## src/rtl/system_0_sysid_ext.sv

```systemverilog
// Avalon-MM system-ID slave: build identity words, scratch register and a
// 64-bit uptime counter whose high word is snapshotted on low-word reads.
module system_0_sysid_ext #(
    parameter logic [31:0] SYS_ID        = 32'h0000_0000,
    parameter logic [31:0] TIMESTAMP     = 32'h6688_7A78,
    parameter logic [31:0] VERSION       = 32'h0001_0000,
    parameter logic [31:0] SCRATCH_RESET = 32'h0000_0000,
    parameter int unsigned ADDR_W        = 3
) (
    input  logic              clock,
    input  logic              reset_n,
    input  logic [ADDR_W-1:0] address,
    input  logic              read,
    input  logic              write,
    input  logic [31:0]       writedata,
    input  logic [3:0]        byteenable,
    output logic [31:0]       readdata,
    output logic              readdatavalid
);

    localparam int unsigned DATA_W = 32;
    localparam int unsigned CNT_W  = 64;

    localparam logic [31:0] A_ID        = 32'd0;
    localparam logic [31:0] A_TIMESTAMP = 32'd1;
    localparam logic [31:0] A_VERSION   = 32'd2;
    localparam logic [31:0] A_SCRATCH   = 32'd3;
    localparam logic [31:0] A_UP_LO     = 32'd4;
    localparam logic [31:0] A_UP_HI     = 32'd5;
    localparam logic [31:0] A_CTRL      = 32'd6;

    logic [31:0]       word_c;
    logic [DATA_W-1:0] scratch;
    logic [CNT_W-1:0]  uptime;
    logic [31:0]       shadow;
    logic              freeze;
    logic [DATA_W-1:0] rdata_c;
    logic              wr_ctrl_c;
    logic              clear_c;
    logic              rd_lo_c;

    assign word_c    = 32'(address);
    assign wr_ctrl_c = write && (word_c == A_CTRL) && byteenable[0];
    assign clear_c   = wr_ctrl_c && writedata[0];
    assign rd_lo_c   = read && (word_c == A_UP_LO);

    // Read mux sees pre-edge state, so a same-cycle write returns the old value
    always_comb begin
        rdata_c = '0;
        case (word_c)
            A_ID:        rdata_c = SYS_ID;
            A_TIMESTAMP: rdata_c = TIMESTAMP;
            A_VERSION:   rdata_c = VERSION;
            A_SCRATCH:   rdata_c = scratch;
            A_UP_LO:     rdata_c = uptime[31:0];
            A_UP_HI:     rdata_c = shadow;
            A_CTRL:      rdata_c = {30'b0, freeze, 1'b0};
            default:     rdata_c = '0;
        endcase
    end

    always_ff @(posedge clock or negedge reset_n) begin
        if (!reset_n) begin
            readdata      <= '0;
            readdatavalid <= 1'b0;
        end else begin
            readdatavalid <= read;
            if (read) begin
                readdata <= rdata_c;
            end
        end
    end

    // Scratch: per-byte-lane write
    always_ff @(posedge clock or negedge reset_n) begin
        if (!reset_n) begin
            scratch <= SCRATCH_RESET;
        end else if (write && (word_c == A_SCRATCH)) begin
            for (int i = 0; i < 4; i++) begin
                if (byteenable[i]) begin
                    scratch[8*i +: 8] <= writedata[8*i +: 8];
                end
            end
        end
    end

    always_ff @(posedge clock or negedge reset_n) begin
        if (!reset_n) begin
            freeze <= 1'b0;
        end else if (wr_ctrl_c) begin
            freeze <= writedata[1];
        end
    end

    // Uptime: CLEAR beats FREEZE beats increment; hold is an explicit self-load
    always_ff @(posedge clock or negedge reset_n) begin
        if (!reset_n) begin
            uptime <= '0;
        end else if (clear_c) begin
            uptime <= '0;
        end else if (freeze) begin
            uptime <= uptime;
        end else begin
            uptime <= uptime + CNT_W'(1);
        end
    end

    always_ff @(posedge clock or negedge reset_n) begin
        if (!reset_n) begin
            shadow <= '0;
        end else if (rd_lo_c) begin
            shadow <= uptime[63:32];
        end
    end

endmodule
```

## config.mk

```make
export PLATFORM = sky130hd
export DESIGN_NAME = system_0_sysid_ext
export DESIGN_NICKNAME = d
export VERILOG_FILES = /design/src/rtl/system_0_sysid_ext.sv
export SDC_FILE = /design/constraint.sdc
export NUM_CORES = 1
export LEC_CHECK = 0
export ABC_CLOCK_PERIOD_IN_PS = 2300
export BUFFER_PORTS_ARGS = -buffer_cell sky130_fd_sc_hd__buf_2
export CORE_MARGIN = 4
export CORE_UTILIZATION = 45
export CTS_BUF_LIST = sky130_fd_sc_hd__clkbuf_8
export CTS_CLUSTER_DIAMETER = 150
export DETAILED_ROUTE_END_ITERATION = 6
export PLACE_DENSITY = 0.7
export SETUP_SLACK_MARGIN = 0.05
export SYNTH_ARGS = -nofsm -noshare
export SYNTH_HDL_FRONTEND = slang
export SYNTH_SLANG_ARGS = --single-unit
```

## constraint.sdc

```tcl
create_clock -name clock -period 2.3 [get_ports clock]
set_clock_uncertainty 0.15 [all_clocks]
set_input_delay 0.46 -clock clock [delete_from_list [all_inputs] [get_ports clock]]
set_output_delay 0.46 -clock clock [all_outputs]
set_load 0.01 [all_outputs]
```

# Word-level counts from Yosys, hierarchy flattened
# Index checks and enable logic that the tools add are counted.
# Widths: inputs -> output; s select.
[word_totals]
ff_bits = 162
wordCells = 29
[classes]
addsub = 1
n_eq_ne = 7
mux = 3
reduce_logical = 9
[op_table]
columns = ["op", "count"]
rows = [
  ["$pmux 32 s6", 1],
  ["$mux 64", 2],
  ["$add 64x1->64 const B", 1],
  ["$eq 3x3->1 const B", 3],
  ["$reduce_and 2->1", 4],
  ["$eq 3x2->1 const B", 2],
  ["$logic_and 1x1->1", 5],
  ["$eq 3x1->1 const B", 1],
  ["$ne 2x1->1 const B", 1],
]

# Depth between registers and ports, before layout
[logic_depth]
depth_word = 5
depth_mapped = 7
mapped_depth_nobuf = 6

# Worst setup path before layout
# No wires, ideal clock.
[synth_timing]
path_kind = "flip-flop to flip-flop"
start = "reg uptime[38]"
end = "reg uptime[57]"
t_arrival_ns = 2.056
path_slack_ns = 0.016
path_stages_with_launch = 8
path_buffers = 2
period_less_slack_ns = 2.284
path_cell_list = "dfrtp_1 > buf_4 > nand4_1 > or4_1 > buf_2 > or3_1 > or4_1 > a21oi_1"
[synth_via]
elab_chain_len = 3
[synth_rtl]
columns = ["item", "line", "text"]
rows = [
  ["start, declared", "34", "logic [CNT_W-1:0] uptime;"],
  ["start signal, assigned", "102", "uptime <= uptime;"],
  ["start signal, assigned", "104", "uptime <= uptime + CNT_W'(1);"],
  ["$add 64x1->64", "104", ""],
  ["$mux 64", "101", "end else if (freeze) begin"],
  ["$mux 64", "99", "end else if (clear_c) begin"],
]
# Every way passes these cells. The select of a mux whose other input is x is not followed.
# A chain may end at the register's enable or synchronous reset.

# Final worst setup path
[layout_timing]
start = "reg uptime[39]"
end = "reg uptime[48]"
# The elaborated chain is that of the path after synthesis.

==> summary.txt <==
Final layout
  – Final core utilization: 56.5%
  – Finished Layout Cells: 1,169
  – Nets: 975
  – Post-route cell area: 9730 µm²
  – Antenna diode count: 0
  – Share of post-route cells with drive strength above 1: 31.0%
  – Area Overhead vs Synth: 23.6%
  – Fillcell total: 1,498

Detailed routing
  – Via density: 5.66
  – DRT antenna net count: 0
  – Top routing layer used: met4
  – Metal3 WL: 1460 µm
  – DRC: 0
  – Iteration-0 DRC Markers: 576
  – DR WL met2: 10,200 µm
  – Drt pass-1 iters: 6
  – WL/cell: 18.3 µm
  – Via count: 6,616
  – Routed wire length: 21,400 µm
  – M1 wire length: 9410 µm

Synthesis
  – Synthesized instance count: 781
  – Post-synth EDFFs: 0
  – Async set or reset register ratio after synthesis: 100%
  – Seq/Total Area, Yosys: 51.5%
  – YS warnings: 0
  – Syn Std Cell Area: 7870 µm²
  – Yosys cell types: 47
  – Largest area contributor in the netlist: dfrtp_1
  – Largest cells by area after synthesis: dfrtp_1 (51%), mux2_2 (7.2%), o22ai_1 (3.7%), nand4_1 (3.0%), nor2_1 (3.0%)
  – Cell with the most instances after synthesis: dfrtp_1
  – Post-Synthesis Net Count: 825
  – Seq cells post-synth: 162
  – Syn Area/Cell: 10.1 µm²
  – Yosys top cell area share: 51.5%
  – Post-synth top cells: dfrtp_1 (162), nor2_1 (62), inv_1 (55)
  – Dominant synthesized flop cell: dfrtp_1

Die
  – Die area: 19,700 µm²
  – Core area: 17,200 µm²
  – Die span in y: 140 µm
  – Starting density of the core: 45.7%
  – Core Rows: 48
  – Die width: 140 µm
  – I/O pin count: 76

Global routing
  – Gr ovfl total: 0
  – Initial antenna violation count: 0
  – Overall routing resource usage: 22.1%
  – First-pass GRT wire length: 34,900 µm
  – Pin count of the biggest net entering global routing: 67
  – Vias in the first global route: 6,575

Power
  – Logic pwr share: 20.0%
  – Lkg Pwr: 0.00427 µW
  – Sequential Power Share: 50.6%
  – Pint: 5310 µW
  – Clock power frac: 29.4%
  – Max VDD drop: 0.372 mV
  – Psw: 2400 µW
  – Power Density: 792 nW/µm²
  – Sw Share: 31.1%

Critical path
  – Critical Path End Type: flip-flop
  – Crit path from: uptime[39]
  – Worst path required time: 2550 ps
  – Slowest CP cell: or4_4
  – Startpoint Class: flip-flop
  – WP buf/inv: 0
  – Crit-path leading delay family: simple AND/OR/NAND/NOR gates
  – Setup CP Type: reg -> reg
  – Slowest cell delay on critical path: 540 ps
  – Critical R2R Launch: uptime[39]
  – CP cell instances: nand4_1 -> or4_4 -> or3_4 -> or4_1 -> a21oi_2
  – Crit-path max FO: 3
  – Crit path DAT: 2530 ps

STA
  – Setup WS post-layout: 18.4 ps
  – Slew @ Worst Pin: 521 ps
  – Max Clk Rate: 438 MHz
  – Final setup violation count: 0
  – Slew headroom: 65.0%
  – Max Transition Viols Final: 0
  – RSZ-0062 raised after global routing: yes
  – Fin. Hold Viols: 0
  – Final period utilization: 99.2%
  – Final min period: 2280 ps

Place
  – PortBufs: 75
  – DP HPWL: 15,200 µm
  – DP Area: 9000 µm²
  – DP Cell Count: 1,117
  – Dpl ws: 43.2 ps
  – Final Wtd Congestion: 0.911

Clock tree
  – Num CTS Buffers: 17
  – Maximum root-to-sink buffer count: 2
  – CTS tree: yes
  – Clock sink total: 162
  – Htree depth: 4
  – CTS root buf: clkbuf_8
  – Clk_lat worst skew: 470 ps
  – Worst-path clk slew: 90 ps

Run
  – Max cap viols: 0

Min path
  – Worst hold path type: in -> reg
  – Hold Crit Start: writedata[6]

Run status
  – Outcome: complete, no violations
## routing by layer
metal,up-vias,GRT usage (%)
met5,-,0
met4,0,6.73
met3,32,3.86
met2,220,35.2
met1,3267,31.3
li1,3097,-
## layout make-up
| class | instances | area (µm²) | share of cell area, % |
|---|---|---|---|
| clock buffers | 19 | 262 | 2.69 |
| flip-flops and latches | 162 | 4070 | 41.8 |
| well taps | 225 | 282 | 2.89 |
| multi-input cells | 524 | 3570 | 36.7 |
| clock inverters | 13 | 174 | 1.79 |
| inverters | 55 | 206 | 2.12 |
| repair buffers | 171 | 1170 | 12.0 |
## power groups by stage
| stage | Clock (µW) | Sequential [µW] | Combinational, µW |
|---|---|---|---|
| 2_1_floorplan | 0 | 3820 | 871 |
| 3_3_place_gp | 0 | 3890 | 1440 |
| 3_5_place_dp | 0 | 3910 | 1470 |
| 4_1_cts | 2300 | 3860 | 1490 |
| 5_1_grt | 2410 | 3970 | 1720 |
| 6_report | 2270 | 3900 | 1540 |
## final timing paths
kind                                endpoint  slack, ps  cells past startpoint
worst max-delay path              uptime[48]         20                      5
min in group asynchronous         uptime[34]        340                      2
worst min register to register  readdata[16]        330                      1
worst min-delay path              scratch[6]         60                      2
max in group asynchronous         uptime[29]        940                      3
worst max register to register    uptime[48]         20                      5
## cell usage in the layout (no fill, tap or decap), types with 13 or more instances in the layout
| cell type | count |
|---|---|
| xor2_1 | 26 |
| a22oi_1 | 16 |
| nor2_1 | 62 |
| inv_1 | 55 |
| a21oi_1 | 34 |
| buf_2 | 74 |
| or3_1 | 16 |
| clkbuf_8 | 19 |
| mux2_2 | 50 |
| nand4_1 | 38 |
| xnor2_1 | 13 |
| o21ai_0 | 34 |
| nand3_1 | 22 |
| nor2b_1 | 18 |
| buf_4 | 87 |
| mux2i_1 | 18 |
| o22ai_1 | 46 |
| dfrtp_1 | 152 |
| nand2_1 | 45 |
## logic make-up after synthesis
group           synth area share, %
buf+inv                        4.86
mux                            9.44
compound gates                 10.9
flops                          51.5
fa+ha+maj                     0.159
simple gates                   18.9
xor+xnor                       4.34
## state kept, by name, summed over array words and instances, names as in the netlist
name	count
freeze	1
readdata	32
readdatavalid	1
scratch	32
shadow	32
uptime	64
## per-stage QoR
step | hold slack [ps] | total power, µW | setup TNS (ps)
floorplan | 14.4 | 4690 | 0
global placement | 274 | 5330 | 0
detailed placement | 274 | 5390 | 0
CTS | 44.8 | 7650 | 0
global route | 46.1 | 8090 | -70.0
finish | 61.4 | 7710 | 0
## timing repair
item | in CTS | in global routing
cloned | 0 | 0
pin swaps | 0 | 22
hold buffers | 1 | 0
endpoints found under the setup margin | 3 | 21
setup buffers | 0 | 19
resized for setup | 2 | 33
endpoints found under the hold margin | 41 | 0
## worst register-to-register path: cells and delay by family, from the launching register on
| family | cells | cell delay (ps) |
|---|---|---|
| compound gates | 1 | 140 |
| flops | 1 | 380 |
| simple gates | 4 | 1550 |
No activity file was read; power rests on OpenSTA's default activity.
